## src/rtl/seq_sdiv_pkg.sv

```systemverilog
// Shared constants for the signed sequential divider: FSM encoding, default
// operand widths (matching the 8x8 multiplier path) and saturation values.
package seq_sdiv_pkg;

    localparam int unsigned MULT_OP_W      = 8;
    localparam int unsigned MULT_PROD_W    = 2 * MULT_OP_W;
    localparam int unsigned DIVIDEND_W_DEF = MULT_PROD_W;
    localparam int unsigned DIVISOR_W_DEF  = MULT_OP_W;

    localparam logic [1:0] ST_IDLE = 2'd0;
    localparam logic [1:0] ST_CALC = 2'd1;
    localparam logic [1:0] ST_FIX  = 2'd2;
    localparam logic [1:0] ST_DONE = 2'd3;

    localparam logic [MULT_PROD_W-1:0] SQ_MAX = 16'h7FFF;
    localparam logic [MULT_PROD_W-1:0] SQ_MIN = 16'h8000;

endpackage

```

## src/rtl/seq_sdiv_step.sv

```systemverilog
// One restoring-division step: shift in the next dividend bit, subtract the
// divisor magnitude when it fits.
module seq_sdiv_step #(
    parameter int unsigned DIVISOR_W = 8
) (
    input  logic [DIVISOR_W-1:0] partial_i,
    input  logic                 bit_i,
    input  logic [DIVISOR_W-1:0] dmag_i,
    output logic [DIVISOR_W-1:0] partial_c_o,
    output logic                 qbit_c_o
);

    logic [DIVISOR_W:0] shifted_c;
    logic [DIVISOR_W:0] dmag_ext_c;

    // The remainder never reaches |divisor|, so the top bit of the difference is always zero.
    always_comb begin
        shifted_c   = {partial_i, bit_i};
        dmag_ext_c  = {1'b0, dmag_i};
        qbit_c_o    = (shifted_c >= dmag_ext_c);
        partial_c_o = qbit_c_o ? DIVISOR_W'(shifted_c - dmag_ext_c)
                               : DIVISOR_W'(shifted_c);
    end

endmodule

```

## src/rtl/seq_sdiv.sv

```systemverilog
// Iterative signed restoring divider with start/busy/done handshake; quotient
// truncates toward zero, remainder follows the dividend sign.
module seq_sdiv
    import seq_sdiv_pkg::*;
#(
    parameter int unsigned DIVIDEND_W = DIVIDEND_W_DEF,
    parameter int unsigned DIVISOR_W  = DIVISOR_W_DEF
) (
    input  logic                  clk,
    input  logic                  rst,
    input  logic                  start,
    input  logic [DIVIDEND_W-1:0] dividend,
    input  logic [DIVISOR_W-1:0]  divisor,
    output logic                  busy,
    output logic                  done,
    output logic [DIVIDEND_W-1:0] quotient,
    output logic [DIVISOR_W-1:0]  remainder,
    output logic                  ovf,
    output logic                  dz
);

    localparam int unsigned CNT_W = $clog2(DIVIDEND_W);
    localparam logic [DIVIDEND_W-1:0] Q_MAX = {1'b0, {(DIVIDEND_W-1){1'b1}}};
    localparam logic [DIVIDEND_W-1:0] Q_MIN = {1'b1, {(DIVIDEND_W-1){1'b0}}};

    logic [1:0]            state_q, state_d;
    logic [DIVIDEND_W-1:0] dvd_q, dvd_d;
    logic [DIVISOR_W-1:0]  dvs_q, dvs_d;
    logic [DIVIDEND_W-1:0] dvd_mag_q, dvd_mag_d;
    logic [DIVISOR_W-1:0]  dvs_mag_q, dvs_mag_d;
    logic [DIVISOR_W-1:0]  partial_q, partial_d;
    logic [DIVIDEND_W-1:0] quot_q, quot_d;
    logic [CNT_W-1:0]      cnt_q, cnt_d;
    logic                  busy_q, busy_d;
    logic                  done_q, done_d;
    logic [DIVIDEND_W-1:0] quotient_q, quotient_d;
    logic [DIVISOR_W-1:0]  remainder_q, remainder_d;
    logic                  ovf_q, ovf_d;
    logic                  dz_q, dz_d;

    logic [DIVISOR_W-1:0]  step_partial_c;
    logic                  step_qbit_c;
    logic                  q_neg_c;
    logic [DIVIDEND_W-1:0] q_signed_c;
    logic [DIVISOR_W-1:0]  r_signed_c;

    seq_sdiv_step #(
        .DIVISOR_W (DIVISOR_W)
    ) u_step (
        .partial_i   (partial_q),
        .bit_i       (dvd_mag_q[DIVIDEND_W-1]),
        .dmag_i      (dvs_mag_q),
        .partial_c_o (step_partial_c),
        .qbit_c_o    (step_qbit_c)
    );

    // Sign fix-up of the unsigned magnitudes produced by CALC.
    always_comb begin
        q_neg_c    = dvd_q[DIVIDEND_W-1] ^ dvs_q[DIVISOR_W-1];
        q_signed_c = q_neg_c ? (~quot_q + DIVIDEND_W'(1)) : quot_q;
        r_signed_c = dvd_q[DIVIDEND_W-1] ? (~partial_q + DIVISOR_W'(1)) : partial_q;
    end

    always_comb begin
        state_d     = state_q;
        dvd_d       = dvd_q;
        dvs_d       = dvs_q;
        dvd_mag_d   = dvd_mag_q;
        dvs_mag_d   = dvs_mag_q;
        partial_d   = partial_q;
        quot_d      = quot_q;
        cnt_d       = cnt_q;
        quotient_d  = quotient_q;
        remainder_d = remainder_q;
        ovf_d       = ovf_q;
        dz_d        = dz_q;

        case (state_q)
            ST_IDLE: begin
                if (start) begin
                    dvd_d     = dividend;
                    dvs_d     = divisor;
                    dvd_mag_d = dividend[DIVIDEND_W-1] ? (~dividend + DIVIDEND_W'(1)) : dividend;
                    dvs_mag_d = divisor[DIVISOR_W-1] ? (~divisor + DIVISOR_W'(1)) : divisor;
                    partial_d = '0;
                    quot_d    = '0;
                    cnt_d     = CNT_W'(DIVIDEND_W - 1);
                    state_d   = ST_CALC;
                end
            end
            ST_CALC: begin
                dvd_mag_d = {dvd_mag_q[DIVIDEND_W-2:0], 1'b0};
                partial_d = step_partial_c;
                quot_d    = {quot_q[DIVIDEND_W-2:0], step_qbit_c};
                cnt_d     = cnt_q - CNT_W'(1);
                if (cnt_q == '0) begin
                    state_d = ST_FIX;
                end
            end
            ST_FIX: begin
                if (dvs_mag_q == '0) begin
                    quotient_d  = dvd_q[DIVIDEND_W-1] ? Q_MIN : Q_MAX;
                    remainder_d = '0;
                    ovf_d       = 1'b0;
                    dz_d        = 1'b1;
                end else if ((dvd_q == Q_MIN) && (dvs_q == '1)) begin
                    quotient_d  = Q_MAX;
                    remainder_d = '0;
                    ovf_d       = 1'b1;
                    dz_d        = 1'b0;
                end else begin
                    quotient_d  = q_signed_c;
                    remainder_d = r_signed_c;
                    ovf_d       = 1'b0;
                    dz_d        = 1'b0;
                end
                state_d = ST_DONE;
            end
            default: begin
                state_d = ST_IDLE;
            end
        endcase

        busy_d = (state_d != ST_IDLE);
        done_d = (state_d == ST_DONE);
    end

    always_ff @(posedge clk) begin
        if (rst) begin
            state_q     <= ST_IDLE;
            dvd_q       <= '0;
            dvs_q       <= '0;
            dvd_mag_q   <= '0;
            dvs_mag_q   <= '0;
            partial_q   <= '0;
            quot_q      <= '0;
            cnt_q       <= '0;
            busy_q      <= 1'b0;
            done_q      <= 1'b0;
            quotient_q  <= '0;
            remainder_q <= '0;
            ovf_q       <= 1'b0;
            dz_q        <= 1'b0;
        end else begin
            state_q     <= state_d;
            dvd_q       <= dvd_d;
            dvs_q       <= dvs_d;
            dvd_mag_q   <= dvd_mag_d;
            dvs_mag_q   <= dvs_mag_d;
            partial_q   <= partial_d;
            quot_q      <= quot_d;
            cnt_q       <= cnt_d;
            busy_q      <= busy_d;
            done_q      <= done_d;
            quotient_q  <= quotient_d;
            remainder_q <= remainder_d;
            ovf_q       <= ovf_d;
            dz_q        <= dz_d;
        end
    end

    assign busy      = busy_q;
    assign done      = done_q;
    assign quotient  = quotient_q;
    assign remainder = remainder_q;
    assign ovf       = ovf_q;
    assign dz        = dz_q;

endmodule

```

## config.mk

```make
export PLATFORM = sky130hd
export DESIGN_NAME = seq_sdiv
export DESIGN_NICKNAME = d
export VERILOG_FILES = /design/src/rtl/seq_sdiv_pkg.sv /design/src/rtl/seq_sdiv_step.sv /design/src/rtl/seq_sdiv.sv
export SDC_FILE = /design/constraint.sdc
export NUM_CORES = 1
export LEC_CHECK = 0
export ABC_AREA = 1
export CAP_MARGIN = 40
export CORE_MARGIN = 5
export CORE_UTILIZATION = 50
export DETAILED_ROUTE_END_ITERATION = 7
export PLACE_DENSITY = 0.68
export SLEW_MARGIN = 20
export SYNTH_ARGS = -nofsm -noshare
export SYNTH_HDL_FRONTEND = slang
export SYNTH_HIERARCHICAL = 1
export SYNTH_SLANG_ARGS = --single-unit
```

## constraint.sdc

```tcl
create_clock -name clk -period 2.4 [get_ports clk]
set_clock_uncertainty 0.1 [all_clocks]
set_input_delay 0.6 -clock clk [delete_from_list [all_inputs] [get_ports clk]]
set_output_delay 0.6 -clock clk [all_outputs]
set_load 0.02 [all_outputs]
```

Yosys cells after proc, flatten, opt, wreduce, memory -nomap -nowiden
Index checks and enable logic that the tools add are counted.

operators by class
  add/sub/neg operators = 6
  multipliers = 0
  divide/modulo/power cells = 0
  order comparisons = 1
  eq/ne operators = 6
  shift-type cells = 0
  mux-type cells = 24
  bitwise gates (word level) = 5
  reduce and logical (&&, ||, !) cells = 8

operators by type and width
  kind                     count
  $mux W16                 7
  $pmux W16 S2             2
  $mux W8                  6
  $add A16 B1 Y16 const B  2
  $not A16 Y16             2
  $add A8 B1 Y8 const B    2
  $eq A16 B16 Y1 const B   1
  $not A8 Y8               2
  $pmux W8 S2              1
  $ge A9 B8 Y1             1
  $eq A8 B8 Y1 const B     1
  $logic_not A8 Y1         1
  $pmux W4 S2              1
  $sub A8 B8 Y8            1
  $pmux W2 S3              1
  $eq A2 B2 Y1 const B     2
  $logic_not A4 Y1         1
  $mux W2                  2
  $mux W4                  1
  $reduce_and A2 Y1        2
  $reduce_bool A2 Y1       2
  $sub A4 B1 Y4 const B    1
  $mux W1                  3
  $eq A2 B1 Y1 const B     1
  4 further kinds          4

storage, ports and cells
  register bits after elaboration = 106
  bits in latches = 0
  RAM bits = 0
  ROM bits = 0
  bits of input ports = 27
  output and inout bits = 28
  logic and storage cells = 64
  memories = 0

Logic depth before layout (Yosys ltp)
Gate-level depths: netlist (run 1).

  depth in word-level cells = 5
  gate-level depth with buffers = 13
  gate-level depth less buffers = 13

Modules after synthesis
The synthesis (run 1) kept the hierarchy.

by module, submodules not included
  module         instances  cells each  area an instance (um^2)  sequential area each (um^2)
  seq_sdiv       1          750         5146.2                   2102.0
  seq_sdiv_step  1          109         654.4                    0.0

Worst setup path before layout (run 1)
OpenSTA, ideal clock, no wires.

  kind = register to register
  start = register dvs_mag_q[2]
  end = register partial_q[7]
  arrival = 1.573 ns
  slack = 0.600 ns
  stages on the path, launching flop included = 12
  buffers on the path = 0
  path through = dfxtp_1 -> inv_1 -> ha_1 -> or2_4 -> nand3_4 -> nand2_4 -> nand2_8 -> nand2_8 -> nand2_4 -> nand2_2 -> a22oi_1 -> nor2_1

between the ends
  longest elaborated chain between the ends = 3
  elaborated cells on any way between the ends = 4
  classes of those cells = 1 x add/sub; 1 x order compare; 2 x mux

ends and longest elaborated chain
  item                    RTL line             source
  start, declared         seq_sdiv.sv:30       logic [DIVISOR_W-1:0] dvs_mag_q, dvs_mag_d;
  start signal, assigned  seq_sdiv.sv:149      dvs_mag_q <= dvs_mag_d;
  $ge A9 B8 Y1            seq_sdiv_step.sv:20  qbit_c_o = (shifted_c >= dmag_ext_c);
  via step_qbit_c         seq_sdiv.sv:42       logic step_qbit_c;
  $mux W8                 seq_sdiv_step.sv:21  partial_c_o = qbit_c_o ? DIVISOR_W'(shifted_c - dmag_ext_c)
  via step_partial_c[7]   seq_sdiv.sv:41       logic [DIVISOR_W-1:0] step_partial_c;
  $pmux W8 S2             seq_sdiv.sv:78       case (state_q)
  end signal, assigned    seq_sdiv.sv:150      partial_q <= partial_d;
  end, declared           seq_sdiv.sv:31       logic [DIVISOR_W-1:0] partial_q, partial_d;

The timed path passes the listed nets, and every way through them passes these cells.
A chain may end at the register's enable or synchronous reset.

Final worst setup path (run 1)
  start = input start
  end = register dvd_mag_q[10]

between the ends
  longest elaborated chain between the ends = 2

ends and longest elaborated chain
  item                                RTL line         source
  start, declared                     seq_sdiv.sv:11   input logic start,
  $ne A2 B2 Y1 (no source line)       --
  $reduce_and A2 Y1 (no source line)  --
  end signal, assigned                seq_sdiv.sv:148  dvd_mag_q <= dvd_mag_d;
  end, declared                       seq_sdiv.sv:29   logic [DIVIDEND_W-1:0] dvd_mag_q, dvd_mag_d;

No other way between the ends.

==> out/results.txt, run 1 <==
max-cap violations = 0
M1 GR Usage = 0.2955
worst-case clock buffer depth = 2
Post-synth EDFFs = 0
Net Sw Power = 2.179 mW
final setup fails = 0
ratio of cells with drive above 1 in the final layout = 0.08425
Final Cycle Share = 0.8935
vias in the first global route = 5549
Die ar. = 13860 um^2
PortBufs = 54
Placement Cell Area = 6538 um^2
H-tree Lvls = 3
Die H = 117.7 um
global-route track usage on met3 = 0.04757
Die X = 117.7 um
Top cell by count, worst path = nor2_4
R2R setup slack = 0.39 ns
Synth Instances = 859
row count = 39
routing usage on met2 = 0.3706
Slowest cell on crit path = nor2_4
WS Path Type = in -> reg
vias per cell = 5.395
async set-reset flop share out of synthesis = 0
crit path DAT = 2.28 ns
wire length per cell = 14.49 um
IO Pins = 55
WP buf/inv = 3
Seq pwr share = 0.345
CP Launch Type = primary input
Vias = 5703
Fmax = 466.4 MHz
Unique masters post-synth = 41
setup slack after layout = 0.2557 ns
final slew viol count = 0
CTS tree = yes
CP endpoint kind = register
Reg clk slew, reported paths = 0.07 ns
global-route wire length before repair = 26360 um
hold crit path type = reg -> reg
Rel. slew slack = 0.5610
CP Max Fanout = 28
Post-Syn Area = 5801 um^2
total core area = 11420 um^2
family with the most delay on the worst path = buffers and inverters
cts bufs inserted = 9
CTS sink cnt = 105
largest net degree at the start of global routing = 70
GPL Wtd Cong = 0.9477
Initial Utilization = 0.5080
Layout area overhead = 18.81%
RSZ-0062 raised after global routing = no
PostCTS Resize Cnt = 0
Sw Ratio = 0.3672
slowest stage delay, CP = 0.51 ns
# fillers = 1110
Yosys reg bits = 105
worst skew pair latency = 0.35 ns
antenna-violating nets left = 0
fin crit period = 2.144 ns
Pleak = 3.032 nW
VDD IR max = 0.001293 V
critical path cell sequence = clkdlybuf4s50_1 -> nand2_1 -> nor2_4 -> nor2_4 -> inv_2 -> buf_4 -> o21ai_0 -> a21oi_1
Gate power share = 0.366
Synthesis Warnings = 6
DR pass1 iterations = 5
P_int = 3.754 mW
commonest cells in the netlist = 182 x nand2_1, 105 x dfxtp_1, 93 x inv_1, 93 x nor2_1
post-synth top area share = 0.3624
R2R depth = 11
Post-CTS Setup Bufs = 0
Finished Layout Cells = 1057
DPL Wire Length = 11310 um
clk root buf = clkbuf_16
n_diodes = 0
final setup TNS = 0 ns
Place WS = -0.08688 ns
# nets final = 950
dpl cells = 1041
hold depth = 2
Hold Fails Final Rpt = 0
gr usage total = 0.2247
hold-fix buffer count after cts = 0
post-route standard cell area excluding fillers = 6892 um^2
Crit path required time = 2.54 ns
status = completed
slew of the pin with the lowest slew margin = 0.6570 ns
Syn Area/Cell = 6.753 um^2
DRC violations left = 0
WL final = 15310 um
biggest area consumer among synthesized cells = dfxtp_1
PD cells = 860.9 nW/um^2
ys flop type = dfxtp_1
most common cell in the netlist = nand2_1
Layout Utilization = 0.6036
initial antenna violation count = 0
Most Crowded Layer GR = met2
Stages on worst setup path = 8
register area share after synthesis = 0.3624
Post-Syn Nets = 900
grt ovf = 0
Starting DRT DRC Count = 503
synth top area cells = dfxtp_1 36%, nand2_1 12%, a21oi_1 7.0%
power share of the clock group = 0.289
## area by class of cell
type / instances / area (um^2) / share of cell area
clock inverters: 6 / 115.1 / 0.01670
flip-flops and latches: 105 / 2102 / 0.3050
well taps: 143 / 178.9 / 0.02596
multi-input cells: 613 / 3157 / 0.4581
repair buffers: 75 / 705.7 / 0.1024
clock buffers: 10 / 239.0 / 0.03468
inverters: 105 / 394.1 / 0.05719
## cells by family after synthesis
group           share of synthesized area
buf+inv                           0.09340
fa+ha+maj                         0.03149
xor+xnor                          0.01661
flops                              0.3624
simple gates                       0.3225
compound gates                     0.1736
## power by group through the flow
stage | clock [mW] | combinational, mW | sequential, mW
2_1_floorplan | 0 | 1.66 | 2.07
4_1_cts | 1.75 | 2.16 | 2.05
3_5_place_dp | 0 | 2.15 | 2.08
5_1_grt | 1.83 | 2.45 | 2.07
3_3_place_gp | 0 | 2.10 | 2.08
6_report | 1.72 | 2.17 | 2.05
## flip-flops by register name, indices dropped and copies added, names as in the netlist, 2 cells and up
name and flops:
cnt_q 4, remainder 8, state_q 2, quotient 16
partial_q 8, dvs_mag_q 7, dvd_mag_q 16, quot_q 16
dvs_q 8, dvd_q 16
## tightest hold or removal path, delay by kind of cell, from the launching register on
kind / cells / cell delay, ns
flip-flops: 1 / 0.31
AND/OR/NAND/NOR: 1 / 0.06
AO/OA/AOI/OAI: 1 / 0.05
## layer usage
layer / share of wire / wire length (um)
met2: 0.48 / 7396
met5: 0 / 0
met4: 0.013 / 197
met3: 0.052 / 789
met1: 0.45 / 6929
## worst paths after layout
kind	start	to
max	start	dvd_mag_q[10]
min	remainder[1]	remainder[1]
max reg2reg	partial_q[5]	partial_q[5]
min reg2reg	remainder[1]	remainder[1]
## cells in the final DEF (no fill, tap or decap), types with 9 or more instances in the layout
master / n
xor2_1: 9
o32ai_1: 13
ha_1: 13
a22oi_1: 11
clkbuf_16: 9
inv_2: 10
nand3_1: 81
dfxtp_1: 105
buf_4: 20
nand2_2: 12
a21oi_1: 81
nor3_1: 14
nand2_1: 182
o21ai_0: 50
inv_1: 93
nor2_1: 93
clkdlybuf4s50_1: 53
## through the flow
step / power [mW] / hold WS (ns)
floorplan: 3.724 / 0.3405
global placement: 4.182 / 0.3538
detailed placement: 4.236 / 0.3594
CTS: 5.958 / 0.3700
global route: 6.345 / 0.3827
finish: 5.933 / 0.3671
Power figures use the tool's default switching activity.
==> run 2, diff against run 1 <==
- clock period: 2.4 -> 2.5 ns (I/O delays scaled with it)
==> run 2 against run 1 <==
Sequential share of layout area increased by 0.49 points; final cell count decreased by 0.76%; clock power decreased by 13%; global-route usage decreased by 0.73 points; combinational power decreased by 6%; sequential power decreased by 3%; cell area decreased by 1.6%; critical endpoint is now quotient[1]; largest cell class unchanged.
==> out/results.txt, run 2 (same netlist as run 1, synthesis figures left out) <==
WS Path Type = reg -> reg
Reg area = 2102 um^2
# fillers = 1138
Multi-input gate area = 3157 um^2
Finished Layout Cells = 1049
CTS sink cnt = 105
final setup TNS = 0 ns
Die ar. = 13860 um^2
Die X = 117.7 um
Initial Utilization = 0.5080
row count = 39
hold-fix buffer count after cts = 0
crit path DAT = 2.31 ns
initial antenna violation count = 0
wire length per cell = 14.40 um
hold_ws = 0.3710 ns
Layout Utilization = 0.5940
Rel. slew slack = 0.6205
final setup fails = 0
R2R depth = 8
CP endpoint kind = register
CTS tree = yes
WL final = 15110 um
worst-case clock buffer depth = 2
global-route wire length before repair = 25410 um
vias per cell = 5.429
Hold Fails Final Rpt = 0
cts bufs inserted = 9
DPL Wire Length = 11050 um
dpl cells = 1033
CP Launch Type = register
vias in the first global route = 5237
VDD IR max = 0.0008000 V
Post-CTS Setup Bufs = 0
final slew viol count = 0
PD cells = 812.2 nW/um^2
Reg clk slew, reported paths = 0.07 ns
GPL Wtd Cong = 0.9004
largest net degree at the start of global routing = 70
Starting DRT DRC Count = 490
PortBufs = 54
DRC violations left = 0
Final Cycle Share = 0.8706
RR Endpoint = quotient[1]
Vias = 5695
clk root buf = clkbuf_16
most common cell after layout, fill and taps aside = nand2_1
fin crit period = 2.176 ns
Die H = 117.7 um
CP Max Fanout = 20
CP Launch Point = dvd_q[15]
Fmax = 459.5 MHz
IO Pins = 55
max-cap violations = 0
hold crit path type = reg -> reg
slew of the pin with the lowest slew margin = 0.5678 ns
ratio of cells with drive above 1 in the final layout = 0.07174
status = completed
commonest cells after routing, fill and taps aside = 182 x nand2_1, 105 x dfxtp_1, 93 x inv_1, 93 x nor2_1
reg-to-reg startpoint = dvd_q[15]
DR pass1 iterations = 5
Layout area overhead = 16.93%
n_diodes = 0
Crit path required time = 2.63 ns
grt ovf = 0
antenna-violating nets left = 0
RSZ-0062 raised after global routing = no
H-tree Lvls = 3
# nets final = 942
worst setup path endpoint = quotient[1]
gr usage total = 0.2174
PostCTS Resize Cnt = 0
worst skew pair latency = 0.35 ns
Pleak = 2.971 nW
R2R setup slack = 0.32 ns
total core area = 11420 um^2
run 2: cell count changes in the layout (fill, tap and decap cells not counted):
cell	delta
buf_4	-8
clkbuf_1	+4
clkinv_4	-2
bufinv_16	-1
clkbuf_8	-1
clkinv_2	+1
clkinvlp_4	-1
run 2: power by group:
part | leakage [nW] | switching [mW] | total (mW) | internal, mW
Clock | 0.148 | 0.609 | 1.49 | 0.878
Combinational | 1.96 | 1.32 | 2.04 | 0.727
Sequential | 0.858 | 0.136 | 1.98 | 1.84
run 2: critical path: stages, from the launching register on:
cell	delay (ns)
dfxtp_1	0.63
nor2_1	0.07
nor2_1	0.12
buf_4	0.23
inv_1	0.11
o21ai_0	0.45
nor2_1	0.11
a21oi_1	0.13
a21oi_1	0.08
run 2: worst min path at each step:
stage / end / from / slack, ns / depth (start not counted)
after floorplan: dvd_mag_q[0] / dvd_mag_q[0] / 0.34 / 2
after global placement: dvd_mag_q[0] / dvd_mag_q[0] / 0.35 / 2
after detailed placement: remainder[1] / remainder[1] / 0.36 / 2
after CTS: remainder[1] / remainder[1] / 0.37 / 2
after global routing: remainder[1] / remainder[1] / 0.40 / 2
final: remainder[0] / remainder[0] / 0.37 / 2
run 2: cell type report:
class                   count  area share
well taps                 143     0.02638
repair buffers             67     0.09519
flip-flops and latches    105      0.3099
inverters                 105     0.05811
clock buffers              13     0.03542
clock inverters             3    0.009592
multi-input cells         613      0.4654
run 2: stage by stage:
stage / power [mW] / area [um^2] / worst slack, ns
floorplan: 3.575 / 5801 / 0.6980
global placement: 3.984 / 6477 / 0.1376
detailed placement: 4.044 / 6477 / -0.01807
CTS: 5.534 / 6783 / 0.3576
global route: 5.872 / 6783 / 0.1472
finish: 5.509 / 6783 / 0.3235
run 2: layer usage:
metal	wire length [um]	GRT usage	share of wire
met1	7152	0.2932	0.47
met2	6996	0.3501	0.46
met3	680	0.04085	0.045
met4	281	0.07240	0.019
met5	0	0	0
==> variant 1: new RTL, config.mk and constraints of run 1 <==
Change the package constant `MULT_OP_W` from 8 to 16.
--- a/src/rtl/seq_sdiv_pkg.sv
+++ b/src/rtl/seq_sdiv_pkg.sv
@@ -3,5 +3,5 @@
 package seq_sdiv_pkg;
 
-    localparam int unsigned MULT_OP_W      = 8;
+    localparam int unsigned MULT_OP_W      = 16;
     localparam int unsigned MULT_PROD_W    = 2 * MULT_OP_W;
     localparam int unsigned DIVIDEND_W_DEF = MULT_PROD_W;
Ports: changed (resized dividend, divisor, quotient and remainder); port bits go from 55 to 103. The function was not compared with the original's and may differ.
==> variant 1 against run 1 <==
- routed wire length grew 120%
- area after synthesis grew 100%
- sequential cell count grew 97
- power grew 150%
- non-clock buffer count grew 134
- design area grew 110%
- first-iteration DRC count grew 61%
- worst setup slack lost 0.097 ns
==> variant 1: results (changes against run 1) <==
Status
  • Status: finished clean (unchanged)

Global route
  • Routing usage on met2: 0.408 (was 0.371)

CTS
  • H-tree Lvls: 1 (was 3)
  • Total CTS buffers: 23 (was 9)

Power and ir drop
  • Max IR drop VDD: 0.630 mV (was 1.29 mV)
  • Leakage power: 6.57 nW (was 3.03 nW)

Yosys
  • Compound-cell area share of the yosys netlist: 0.160 (was 0.174)
  • Top area cells in the synthesized netlist: dfxtp_1 (35%), nand2_1 (15%), nor2_1 (7.2%), inv_1 (6.9%), nand3_1 (5.4%) (was dfxtp_1 (36%), nand2_1 (12%), a21oi_1 (7.0%), nand3_1 (7.0%), inv_1 (6.0%))
  • Synthesized area: 11,700 um^2 (was 5800 um^2)
  • Commonest cells post-synth: nand2_1 (453), nor2_1 (223), inv_1 (216) (was nand2_1 (182), dfxtp_1 (105), inv_1 (93), nor2_1 (93))
  • Syn Nets: 1,871 (was 900)

Cells and area
  • NumNets Final: 2,025 (was 950)
  • Final non-clock buffer share: 0.136 (was 0.102)
  • Multi-input combinational area share: 0.444 (was 0.458)
  • ClkCell Share: 0.0539 (was 0.0514)
  • Num sequential: 202 (was 105)
  • CLK BUF: 30 (was 10)
  • Share of cells above drive strength 1: 0.105 (was 0.0842)
  • Sequential cell area share: 0.280 (was 0.305)
  • Filler Cell Count: 2,273 (was 1,110)

Critical path
  • Data arrival, critical path: 1.54 ns (was 2.28 ns)
  • CP peak stage delay: 0.64 ns (was 0.51 ns)
  • Reg2Reg Setup Slack: 0.16 ns (was 0.39 ns)

Placed design
  • Gpl congestion: 0.917 (was 0.948)
  • Placed cell areas: 13,600 um^2 (was 6540 um^2)
  • IO Port Bufs: 102 (was 54)

Drt
  • Met2 Wirelength: 15,000 um (was 7400 um)
  • 1st-iter DRT viols: 809 (was 503)
==> variant 1: cell types whose count changed after synthesis, moves of 32 or more <==
cell / delta
nor2_1: +130
nand2_1: +271
a22oi_1: +32
inv_1: +123
dfxtp_1: +97
nand3_1: +45
==> variant 1: final timing paths <==
check               start           end  depth (start not counted)
max          quotient[31]  quotient[31]                          1
min             dvd_q[29]     dvd_q[29]                          2
max reg2reg  dvs_mag_q[4]  partial_q[1]                         12
min reg2reg     dvd_q[29]     dvd_q[29]                          2
==> variant 1: power by group through the flow <==
stage | clock [W] | combinational (W) | sequential (W)
5_1_grt | 0.00385 | 0.00798 | 0.00395
4_1_cts | 0.00371 | 0.00696 | 0.00391
6_report | 0.00364 | 0.00711 | 0.00392
3_3_place_gp | 0 | 0.00688 | 0.00398
3_5_place_dp | 0 | 0.00693 | 0.00398
2_1_floorplan | 0 | 0.00526 | 0.00402
==> variant 1: timing repair <==
item | CTS | global route
resized for setup | 0 | 8
hold buffers | 0 | 0
endpoints found under the setup margin | 0 | 5
==> variant 2: new RTL, settings of run 1 <==
Made on the original files. Register the input `dividend` before use, without a reset. The logic sees it one clock later. The other inputs are not delayed to match.
--- a/src/rtl/seq_sdiv.sv
+++ b/src/rtl/seq_sdiv.sv
@@ -23,4 +23,10 @@
     localparam logic [DIVIDEND_W-1:0] Q_MAX = {1'b0, {(DIVIDEND_W-1){1'b1}}};
     localparam logic [DIVIDEND_W-1:0] Q_MIN = {1'b1, {(DIVIDEND_W-1){1'b0}}};
+
+    logic [DIVIDEND_W-1:0] dividend_q;
+
+    always_ff @(posedge clk) begin
+        dividend_q <= dividend;
+    end
 
     logic [1:0]            state_q, state_d;
@@ -79,7 +85,7 @@
             ST_IDLE: begin
                 if (start) begin
-                    dvd_d     = dividend;
+                    dvd_d     = dividend_q;
                     dvs_d     = divisor;
-                    dvd_mag_d = dividend[DIVIDEND_W-1] ? (~dividend + DIVIDEND_W'(1)) : dividend;
+                    dvd_mag_d = dividend_q[DIVIDEND_W-1] ? (~dividend_q + DIVIDEND_W'(1)) : dividend_q;
                     dvs_mag_d = divisor[DIVISOR_W-1] ? (~divisor + DIVISOR_W'(1)) : divisor;
                     partial_d = '0;
Behaviour: no difference found for any inputs over 10 cycles, from zero or initial values and one cycle with rst high; that may be too few to reach the edited logic, so the function may still have changed.
==> variant 2 against run 1 <==
- sequential cell count rose by 16
- worst setup slack got worse by 0.0067 ns
- power rose by 28%
- design area rose by 5.6%
- worst hold slack got worse by 0.067 ns
- fmax fell by 0.31%
- via count fell by 2.9%
- area after synthesis rose by 2.5%
- combinational power rose by 18%
- routed wire length fell by 8.8%
- highest routed layer unchanged
==> variant 2: results (changes against run 1) <==
Global route
  • M3 GR Usage: 0.0602 (was 0.0476)
  • Global-route usage over all layers: 0.204 (was 0.225)
  • Routing usage on met2: 0.327 (was 0.371)
  • First-pass GRT wire length: 24,100 um (was 26,400 um)
  • Met1 Usage GRT: 0.260 (was 0.295)
  • Number of global-route vias before repair: 5,259 (was 5,549)

Placed design
  • Place WS: -0.519 ns (was -0.0869 ns)
  • HPWL after detailed placement: 9920 um (was 11,300 um)
  • Placed cell areas: 6650 um^2 (was 6540 um^2)
  • DP Cell Count: 999 (was 1,041)
  • Gpl congestion: 0.855 (was 0.948)

Yosys
  • Library cells used by synthesis: 46 (was 41)
  • Syn Nets: 858 (was 900)
  • Top area cells in the synthesized netlist: dfxtp_1 (41%), nand2_1 (10%), inv_1 (6.1%), nand3_1 (5.1%), nor2_1 (4.9%) (was dfxtp_1 (36%), nand2_1 (12%), a21oi_1 (7.0%), nand3_1 (7.0%), inv_1 (6.0%))
  • Cell count after synthesis: 817 (was 859)
  • Commonest cells post-synth: nand2_1 (164), dfxtp_1 (121), inv_1 (97) (was nand2_1 (182), dfxtp_1 (105), inv_1 (93), nor2_1 (93))

Critical path
  • Reg2Reg Setup Slack: 0.32 ns (was 0.39 ns)
  • Worst r2r dst: partial_q[2] (was partial_q[5])
  • Data arrival, critical path: 2.42 ns (was 2.28 ns)
  • R2R Path Start: dvs_mag_q[6] (was partial_q[5])
  • R2R cell count: 12 (was 11)
  • CP Max Fanout: 53 (was 28)

Status
  • Status: finished clean (unchanged)

CTS
  • Clk_lat worst skew: 0.42 ns (was 0.35 ns)
  • Total CTS buffers: 17 (was 9)
  • Clk slew on worst S/H paths: 0.05 ns (was 0.07 ns)

Cells and area
  • Share of cells above drive strength 1: 0.105 (was 0.0842)
  • # diodes: 0 (unchanged)
  • NumNets Final: 916 (was 950)

Drt
  • Met3 wire length: 873 um (was 789 um)
  • 1st-pass router iterations: 6 (was 5)
  • Via Count: 5,535 (was 5,703)
  • Via density: 5.37 (was 5.40)
  • Met2 Wirelength: 6390 um (was 7400 um)
  • DRT met1 WL: 6440 um (was 6930 um)
  • Drt total wl: 14,000 um (was 15,300 um)
  • 1st-iter DRT viols: 378 (was 503)

Timing
  • Peak Freq: 465 MHz (was 466 MHz)
  • Slew @ Worst Pin: 0.733 ns (was 0.657 ns)
  • Fin Hold WS: 0.300 ns (was 0.367 ns)

Power and ir drop
  • Leakage power: 3.25 nW (was 3.03 nW)
  • Max IR drop VDD: 0.833 mV (was 1.29 mV)

Worst hold path
  • Worst Hold End: done (was remainder[1])
  • HP Start: rst (was remainder[1])
[variant 2: what timing repair did]
item	CTS	global route
gates cloned	0	0
resized for setup	1	4
setup endpoints to repair	6	5
[variant 2: cells by family after synthesis]
| kind of cell | count (synthesis) | synth area share |
|---|---|---|
| flip-flops | 121 | 0.407 |
| AND/OR/NAND/NOR | 367 | 0.285 |
| XOR/XNOR | 14 | 0.0206 |
| AO/OA/AOI/OAI | 160 | 0.163 |
| buffers and inverters | 141 | 0.0932 |
| adder cells (fa/ha/maj) | 14 | 0.0307 |
[variant 2: layout make-up]
cell class | count | area (um^2)
Clock buffer | 19 | 443
Multi-Input combinational cell | 555 | 2970
Sequential cell | 121 | 2420
Timing Repair Buffer | 72 | 682
Tap cell | 143 | 179
Inverter | 108 | 408
Fill cell | 1043 | 4240
Clock inverter | 13 | 176
[variant 2: report_power, final]
group	switching, W	total [W]	internal [W]
registers	0.000158	0.00238	0.00222
logic	0.00160	0.00256	0.000955
clock network	0.000880	0.00263	0.00175
